**src/rtl/fetch_defs_pkg.sv**
```systemverilog
// Shared constants for the fetch front end: default exception entry, reset text address,
// instruction width and the prefetch queue entry layout {pc, instr}.
package fetch_defs_pkg;

  localparam logic [31:0] KtextPcDefault = 32'h8000_0180;
  localparam logic [31:0] ResetTextPc    = 32'h0040_0000;
  localparam int unsigned InstrW         = 32;

  // Queue entry is {pc, instr}; the instruction occupies the low InstrW bits.
  function automatic int unsigned entry_width(input int unsigned addr_w);
    return addr_w + InstrW;
  endfunction

  // 32-bit add that sticks at all-ones instead of wrapping.
  function automatic logic [31:0] sat_add32(input logic [31:0] a, input logic [31:0] b);
    logic [32:0] sum;
    sum = {1'b0, a} + {1'b0, b};
    return sum[32] ? 32'hFFFF_FFFF : sum[31:0];
  endfunction

endpackage

```
**src/rtl/fetch_queue.sv**
```systemverilog
// Prefetch queue: synchronous FIFO with flush, occupancy count and a registered head entry.
// Depth must be a power of two so the pointers wrap naturally.
module fetch_queue
  import fetch_defs_pkg::*;
#(
  parameter int unsigned Depth = 4,
  parameter int unsigned Width = 64,
  localparam int unsigned PtrW = $clog2(Depth),
  localparam int unsigned CntW = $clog2(Depth + 1)
) (
  input  logic             clk_i,
  input  logic             rst_ni,
  input  logic             flush_i,
  input  logic             push_i,
  input  logic [Width-1:0] data_i,
  input  logic             pop_i,
  output logic [CntW-1:0]  count_o,
  output logic [Width-1:0] head_o
);

  logic [Width-1:0] mem_q [Depth];
  logic [PtrW-1:0]  wptr_q, wptr_d;
  logic [PtrW-1:0]  rptr_q, rptr_d;
  logic [CntW-1:0]  count_q, count_d;
  logic             do_push, do_pop;

  // Pointer/count next state; flush wins over push and pop.
  always_comb begin
    do_push = push_i & ~flush_i;
    do_pop  = pop_i & ~flush_i & (count_q != '0);
    wptr_d  = wptr_q;
    rptr_d  = rptr_q;
    count_d = count_q;
    if (flush_i) begin
      wptr_d  = '0;
      rptr_d  = '0;
      count_d = '0;
    end else begin
      if (do_push) wptr_d = wptr_q + PtrW'(1);
      if (do_pop)  rptr_d = rptr_q + PtrW'(1);
      count_d = count_q + CntW'(do_push) - CntW'(do_pop);
    end
  end

  // Pointer and count registers with synchronous reset.
  always_ff @(posedge clk_i) begin
    if (!rst_ni) begin
      wptr_q  <= '0;
      rptr_q  <= '0;
      count_q <= '0;
    end else begin
      wptr_q  <= wptr_d;
      rptr_q  <= rptr_d;
      count_q <= count_d;
    end
  end

  // Entry storage; contents are only meaningful below count, so no reset needed.
  always_ff @(posedge clk_i) begin
    if (do_push) mem_q[wptr_q] <= data_i;
  end

  assign count_o = count_q;
  assign head_o  = mem_q[rptr_q];

endmodule

```
**src/rtl/fetch_prefetch_unit.sv**
```systemverilog
// Instruction fetch front end: PC generator, in-order bus request/response tracking with
// credit-based flow control, stale-response dropping after redirects, and a prefetch queue.
// Optional performance counters are built when FETCH_PERF_CNT_EN is defined.
module fetch_prefetch_unit
  import fetch_defs_pkg::*;
#(
  parameter int unsigned       QUEUE_DEPTH = 4,
  parameter int unsigned       ADDR_W      = 32,
  parameter logic [ADDR_W-1:0] KTEXT_PC    = ADDR_W'(KtextPcDefault)
) (
  input  logic              iCLK,
  input  logic              iRST,
  input  logic [ADDR_W-1:0] iInitialPC,
  output logic              oIReqValid,
  input  logic              iIReqReady,
  output logic [ADDR_W-1:0] oIReqAddr,
  input  logic              iIRspValid,
  input  logic [31:0]       iIRspData,
  input  logic              iRedirect,
  input  logic [ADDR_W-1:0] iRedirectPC,
  input  logic              iException,
  input  logic              iStall,
  output logic              oValid,
  output logic [31:0]       oInstr,
  output logic [ADDR_W-1:0] oPC,
  output logic [ADDR_W-1:0] oPC4
`ifdef FETCH_PERF_CNT_EN
  ,
  output logic [31:0]       oPerfFetched,
  output logic [31:0]       oPerfFlushed
`endif
);

  localparam int unsigned CntW   = $clog2(QUEUE_DEPTH + 1);
  localparam int unsigned EntryW = entry_width(ADDR_W);

  logic [ADDR_W-1:0] fpc_q, fpc_d;
  logic [ADDR_W-1:0] rpc_q, rpc_d;
  logic [CntW-1:0]   outst_q, outst_d;
  logic [CntW-1:0]   drop_q, drop_d;
  logic [CntW-1:0]   count;
  logic [EntryW-1:0] head;
  logic [CntW:0]     inflight;
  logic              redirect, credit, req_fire, rsp, push, pop;
  logic [ADDR_W-1:0] target;
  logic              unused_redirect_lsb;

  assign redirect = iRedirect | iException;
  assign target   = iException ? KTEXT_PC : {iRedirectPC[ADDR_W-1:2], 2'b00};
  assign unused_redirect_lsb = ^iRedirectPC[1:0];

  // Queued plus in-flight words may never exceed the queue, so a response always fits.
  assign inflight = {1'b0, count} + {1'b0, outst_q};
  assign credit   = inflight < (CntW + 1)'(QUEUE_DEPTH);
  assign rsp      = iRST & iIRspValid;
  assign req_fire = oIReqValid & iIReqReady;
  assign pop      = oValid & ~iStall;

  // Next state for PCs and bus counters; a redirect overrides push, pop and request.
  always_comb begin
    fpc_d   = fpc_q;
    rpc_d   = rpc_q;
    drop_d  = drop_q;
    push    = 1'b0;
    outst_d = outst_q + CntW'(req_fire) - CntW'(rsp);
    if (redirect) begin
      fpc_d  = target;
      rpc_d  = target;
      // outst already includes earlier stale requests, so every request still out after
      // this cycle belongs to the old path; a response arriving now is discarded too.
      drop_d = outst_q - CntW'(rsp);
    end else begin
      if (req_fire) fpc_d = fpc_q + ADDR_W'(4);
      if (rsp) begin
        if (drop_q != '0) begin
          drop_d = drop_q - CntW'(1);
        end else begin
          push  = 1'b1;
          rpc_d = rpc_q + ADDR_W'(4);
        end
      end
    end
  end

  // Fetch state registers with synchronous active-low reset.
  always_ff @(posedge iCLK) begin
    if (!iRST) begin
      fpc_q   <= iInitialPC;
      rpc_q   <= iInitialPC;
      outst_q <= '0;
      drop_q  <= '0;
    end else begin
      fpc_q   <= fpc_d;
      rpc_q   <= rpc_d;
      outst_q <= outst_d;
      drop_q  <= drop_d;
    end
  end

  fetch_queue #(
    .Depth (QUEUE_DEPTH),
    .Width (EntryW)
  ) u_queue (
    .clk_i   (iCLK),
    .rst_ni  (iRST),
    .flush_i (redirect),
    .push_i  (push),
    .data_i  ({rpc_q, iIRspData}),
    .pop_i   (pop),
    .count_o (count),
    .head_o  (head)
  );

  // Outputs; reset forces the documented idle values regardless of register contents.
  always_comb begin
    oIReqValid = iRST & ~redirect & credit;
    oIReqAddr  = iRST ? fpc_q : iInitialPC;
    oValid     = iRST & (count != '0);
    oInstr     = oValid ? head[InstrW-1:0] : '0;
    oPC        = oValid ? head[EntryW-1:InstrW] : (iRST ? rpc_q : iInitialPC);
    oPC4       = oPC + ADDR_W'(4);
  end

  // The bus may only answer requests it actually accepted.
  assert property (@(posedge iCLK) disable iff (!iRST) iIRspValid |-> outst_q != '0);

`ifdef FETCH_PERF_CNT_EN
  logic [31:0] fetched_q, fetched_d;
  logic [31:0] flushed_q, flushed_d;
  logic [31:0] flush_inc;

  // Flushed = queue entries cleared by a redirect plus bus responses thrown away.
  always_comb begin
    flush_inc = '0;
    if (redirect) begin
      flush_inc = 32'(count) + 32'(rsp);
    end else if (rsp && drop_q != '0) begin
      flush_inc = 32'd1;
    end
    fetched_d = sat_add32(fetched_q, 32'(push));
    flushed_d = sat_add32(flushed_q, flush_inc);
  end

  // Saturating performance counter registers.
  always_ff @(posedge iCLK) begin
    if (!iRST) begin
      fetched_q <= '0;
      flushed_q <= '0;
    end else begin
      fetched_q <= fetched_d;
      flushed_q <= flushed_d;
    end
  end

  assign oPerfFetched = fetched_q;
  assign oPerfFlushed = flushed_q;
`else
  // Performance counters not built.
`endif

endmodule

```
**config.mk**
```make
export PLATFORM = sky130hd
export DESIGN_NAME = fetch_prefetch_unit
export DESIGN_NICKNAME = d
export VERILOG_FILES = /design/src/rtl/fetch_defs_pkg.sv /design/src/rtl/fetch_queue.sv /design/src/rtl/fetch_prefetch_unit.sv
export SDC_FILE = /design/constraint.sdc
export NUM_CORES = 1
export LEC_CHECK = 0
export ABC_AREA = 1
export CELL_PAD_IN_SITES_DETAIL_PLACEMENT = 0
export CELL_PAD_IN_SITES_GLOBAL_PLACEMENT = 1
export CORE_ASPECT_RATIO = 1.4
export CORE_MARGIN = 1.5
export CORE_UTILIZATION = 45
export CTS_BUF_LIST = sky130_fd_sc_hd__clkbuf_4
export CTS_CLUSTER_DIAMETER = 120
export DETAILED_ROUTE_END_ITERATION = 12
export GPL_ROUTABILITY_DRIVEN = 0
export GPL_TIMING_DRIVEN = 0
export PLACE_DENSITY_LB_ADDON = 0.1
export SLEW_MARGIN = 20
export SYNTH_ARGS = -nofsm -noshare
export SYNTH_HDL_FRONTEND = slang
export SYNTH_SLANG_ARGS = --single-unit
```
**constraint.sdc**
```tcl
create_clock -name iCLK -period 7 [get_ports iCLK]
set_clock_uncertainty 0.15 [all_clocks]
set_input_delay 0.7 -clock iCLK [delete_from_list [all_inputs] [get_ports iCLK]]
set_output_delay 0.7 -clock iCLK [all_outputs]
set_load 0.005 [all_outputs]
```
==> run summary <==
The flow ran to the end, and the final reports show no timing, DRC or antenna violations. The average cell area after synthesis was 8.70 um2; the final count of pins violating max slew was 0. The path class of the lowest-slack min-delay path was register to register.

The fraction of registers with async set or reset after synthesis is 0%. The starting DRC count in detailed routing came out at 1094. The net count of the finished layout is 2417. The worst setup path is launched from a register. For this configuration, the core starts out at a cell density of 45.6%. Data arrives at the worst endpoint at 4.25 ns.

Of all nets on the critical path, the largest fanout is 10. Measured against its own limit, the worst slew margin works out to 35.5%. The number of antenna violations at the first check in global routing was 1; the portion of the clock cycle consumed by the worst path in the final layout was 72.8%. The share of Yosys cell area claimed by the top area cell type was 55.8%. Dividing the detail-routed wire length by the instance count gives 20.2 um. The run gives 9850 um2 as the area taken by flip-flops and latches.

After layout, the worst setup slack is 1.90 ns. The wire length on met3 came out at 3.60 mm. For this design the static power due to leakage is 8.54 nW. Among all cell types in the netlist, the one instantiated most often is sky130_fd_sc_hd__nand2_1. Compared with the post-synthesis result, the final layout area differs by 25.7%. The number of cells upsized or downsized after cts is 0. The tools report the final count of hold timing violations as 0. Summing all multi-input logic gate instances after layout gives 6230 um2. The floorplan die width is 168 um, and the post-synthesis cell type count is 36. By count the netlist is led by sky130_fd_sc_hd__nand2_1 (602), sky130_fd_sc_hd__edfxtp_1 (318), sky130_fd_sc_hd__nor2_1 (274), sky130_fd_sc_hd__o21ai_0 (204), sky130_fd_sc_hd__inv_1 (153). The tools report the buffer cell driving the clock tree root as sky130_fd_sc_hd__clkbuf_4. The filler cells instantiated in the layout total 3475. The routed via count came out at 15000. The number of cells traversed by the worst register-to-register path is 12. The die covers 39200 um2.

At the pin with the least slew margin, the transition time is 0.967 ns. After technology mapping, the gate count stands at 1966. Minimum clock period after layout: 5.10 ns. Row generation in the floorplan step produced 84 rows.

For this run, design rule violations remaining after detail routing come to 0. The number of placed instances, taps included is 2681, and the average via count per standard cell is 5.30. The cell taking the most area after synthesis was sky130_fd_sc_hd__edfxtp_1. The startpoint of the worst-slack reg-to-reg timing path is u_queue.count_o[1]. Once placement finished, the instance area stood at 20300 um2. The logs give 85 for the total CTS buffers and 6 for the number of detailed-routing iterations run before antenna repair.

By area the synthesized netlist is led by sky130_fd_sc_hd__edfxtp_1 (56%), sky130_fd_sc_hd__nand2_1 (13%), sky130_fd_sc_hd__nor2_1 (6.0%). Hold timing on the final database bottoms out at a slack of 0.327 ns. In the final routing, the length of wire on met1 measures 21.0 mm. 233 I/O pins were placed. The area of all placed cells without fillers came out at 21500 um2. For the total half-perimeter wirelength after legalization and detailed placement, the log shows 43.4 mm. The tools report the sort of element at the end of the critical path as an output pin. Max-cap violations in this run came to 0. The logs give 2833 for the count of placed standard cells in the final layout, fillers left out and 4.13 ns for the register-to-register setup slack.

Setup violations remaining at the end of the flow were counted as 0. Detailed routing placed a total of 29.3 mm of wire on met2. In this run, post-CTS hold repair placed 0 buffers. The worst hold path stage count came out at 1. The most used flip-flop cell after synthesis was sky130_fd_sc_hd__edfxtp_1.

When the netlist entered floorplanning its net count stood at 2088. The total overflow left after global routing is 0. The share of layout cells above drive strength 1 was 9.20%; the worst setup slack after placement was 2.16 ns. In this run the deepest clock path goes through 3 buffers. Across the VDD grid, the largest voltage drop is 148 uV.

In this run the power density over the cells is 218 nW/um2. TritonCTS built the clock tree. After clock tree synthesis, the clock-pin slew on the worst setup and hold paths is 0.07 ns. Adding up every negative setup slack in the final design gives 0 ns. The synthesized design contains 318 enable-type register cells. The logs give 333 for the number of sinks driven by the clock tree and 6.15 ns for the critical path data required time. The count of state elements after synthesis works out to 333. The hold path startpoint is u_queue.rptr_q[0]. The remaining antenna violation count after routing was 0; the warning count from the yosys run was 0. In this run the number of H-tree levels came out at 3. The wire length of the first global-routing pass came out at 85.2 mm.

Setup repair after global routing left no endpoint under its margin. Entering global routing, the biggest net connects 31 pins. Number of global-route vias before repair: 15000. The worst flop-to-flop path endpoint is u_queue.count_o[2]. Static timing analysis puts the maximum clock frequency at 196 MHz. The die boundary height came out at 234 um. At the later pin of the worst-skew pair, clock insertion delay measures 0.77 ns. The critical path is of the register to output pin type. The synthesized netlist occupies a cell area of 17100 um2. The count of input and output buffers came out at 229. The tools report the endpoint with the worst hold slack as u_queue.rptr_q[0]. The tools report the placeable core region as 37500 um2. The overall routing resource usage is 29.5%, and the part of the Yosys area used for sequential elements is 57.6%. In this run the top signal layer used is met4. Once the clock tree was built, the setup fixing pass inserted 0 buffers.

The final layout contains routed wiring with a total length of 57.3 mm.
## flip-flops by register name, indices dropped and copies added (netlist names), named ones only
signal,flops
u_queue.rptr_q,2
u_queue.wptr_q,2
u_queue.count_o,3
fpc_q,31
u_queue.mem_q,256
drop_q,3
rpc_q,31
outst_q,3
## layer usage
| layer | GRT usage [%] | up-vias |
|---|---|---|
| met5 | 0 | - |
| met4 | 18.5 | 0 |
| met3 | 4.63 | 176 |
| met2 | 53.9 | 632 |
| met1 | 31.9 | 6946 |
| li1 | - | 7254 |
## critical path: stages (launching register included)
cell,delay (ns)
sky130_fd_sc_hd__dfxtp_1,0.33
sky130_fd_sc_hd__inv_1,0.15
sky130_fd_sc_hd__nand2_2,0.10
sky130_fd_sc_hd__nand2_4,0.12
sky130_fd_sc_hd__inv_4,0.09
sky130_fd_sc_hd__nand2_1,0.07
sky130_fd_sc_hd__o21ai_1,0.21
sky130_fd_sc_hd__inv_2,0.23
sky130_fd_sc_hd__ha_1,0.34
sky130_fd_sc_hd__inv_1,0.15
sky130_fd_sc_hd__nor2_1,0.31
sky130_fd_sc_hd__nand2_1,0.20
sky130_fd_sc_hd__nor2_2,0.31
sky130_fd_sc_hd__xor2_1,0.32
sky130_fd_sc_hd__clkdlybuf4s50_1,0.57
## placed cells by master (no fill, tap or decap), types with 11 or more instances in the layout
cell / count
sky130_fd_sc_hd__xor2_1: 30
sky130_fd_sc_hd__edfxtp_1: 318
sky130_fd_sc_hd__clkbuf_4: 102
sky130_fd_sc_hd__inv_2: 17
sky130_fd_sc_hd__nand4_1: 25
sky130_fd_sc_hd__clkdlybuf4s50_1: 229
sky130_fd_sc_hd__nand3_1: 88
sky130_fd_sc_hd__nor3_1: 24
sky130_fd_sc_hd__clkinv_2: 11
sky130_fd_sc_hd__ha_1: 17
sky130_fd_sc_hd__a21oi_1: 61
sky130_fd_sc_hd__clkbuf_1: 31
sky130_fd_sc_hd__inv_1: 153
sky130_fd_sc_hd__clkinv_1: 29
sky130_fd_sc_hd__buf_2: 23
sky130_fd_sc_hd__nor2_2: 11
sky130_fd_sc_hd__dfxtp_1: 15
sky130_fd_sc_hd__o21ai_0: 204
sky130_fd_sc_hd__nor2_1: 270
sky130_fd_sc_hd__buf_4: 11
sky130_fd_sc_hd__nand2_1: 600
sky130_fd_sc_hd__buf_1: 15
## report_power, final
group	leakage, nW	total (mW)	internal [mW]	switching, mW
Clock	0.664	1.79	0.961	0.824
Combinational	4.76	0.574	0.244	0.330
Sequential	3.11	2.32	2.25	0.0704
## per-stage QoR
stage | total power [mW] | util, %
final | 4.68 | 57.3
after global routing | 4.87 | 57.3
after detailed placement | 2.93 | 54.2
after CTS | 4.71 | 57.3
after floorplan | 2.60 | -
after global placement | 2.92 | 53.3
## how the worst max path moves through the flow
| stage | slack, ns | endpoint | startpoint | cells after the start |
|---|---|---|---|---|
| 6_report | 1.90 | oPC4[10] | u_queue.count_o[1] | 14 |
| 5_1_grt | 1.70 | oPC4[10] | register | 14 |
| 4_1_cts | 1.89 | oPC4[10] | u_queue.count_o[1] | 14 |
| 3_5_place_dp | 2.16 | oPC4[18] | iRST | 14 |
| 3_3_place_gp | -1.45 | u_queue.mem_q[0][26] | iRedirect | 7 |
| 2_1_floorplan | 2.18 | u_queue.mem_q[0][0] | iRedirect | 6 |
## final cells by class
cell class                 count  area share [%]
multi-input combinational   1377            29.0
inverter                     172            3.01
sequential                   333            45.8
clock inverter                49            1.84
tap                          473            2.75
clock buffer                 102            3.56
antenna                        1          0.0116
buffer                        84            1.93
timing repair buffer         242            12.1
## kinds of logic after synthesis
kind of cell / after synthesis / share of synthesized area [%]
adder cells (fa/ha/maj): 19 / 1.48
flip-flops: 333 / 57.6
AO/OA/AOI/OAI: 292 / 8.78
AND/OR/NAND/NOR: 1034 / 24.3
buffers and inverters: 256 / 6.22
XOR/XNOR: 32 / 1.64
Power figures use the tool's default switching activity.
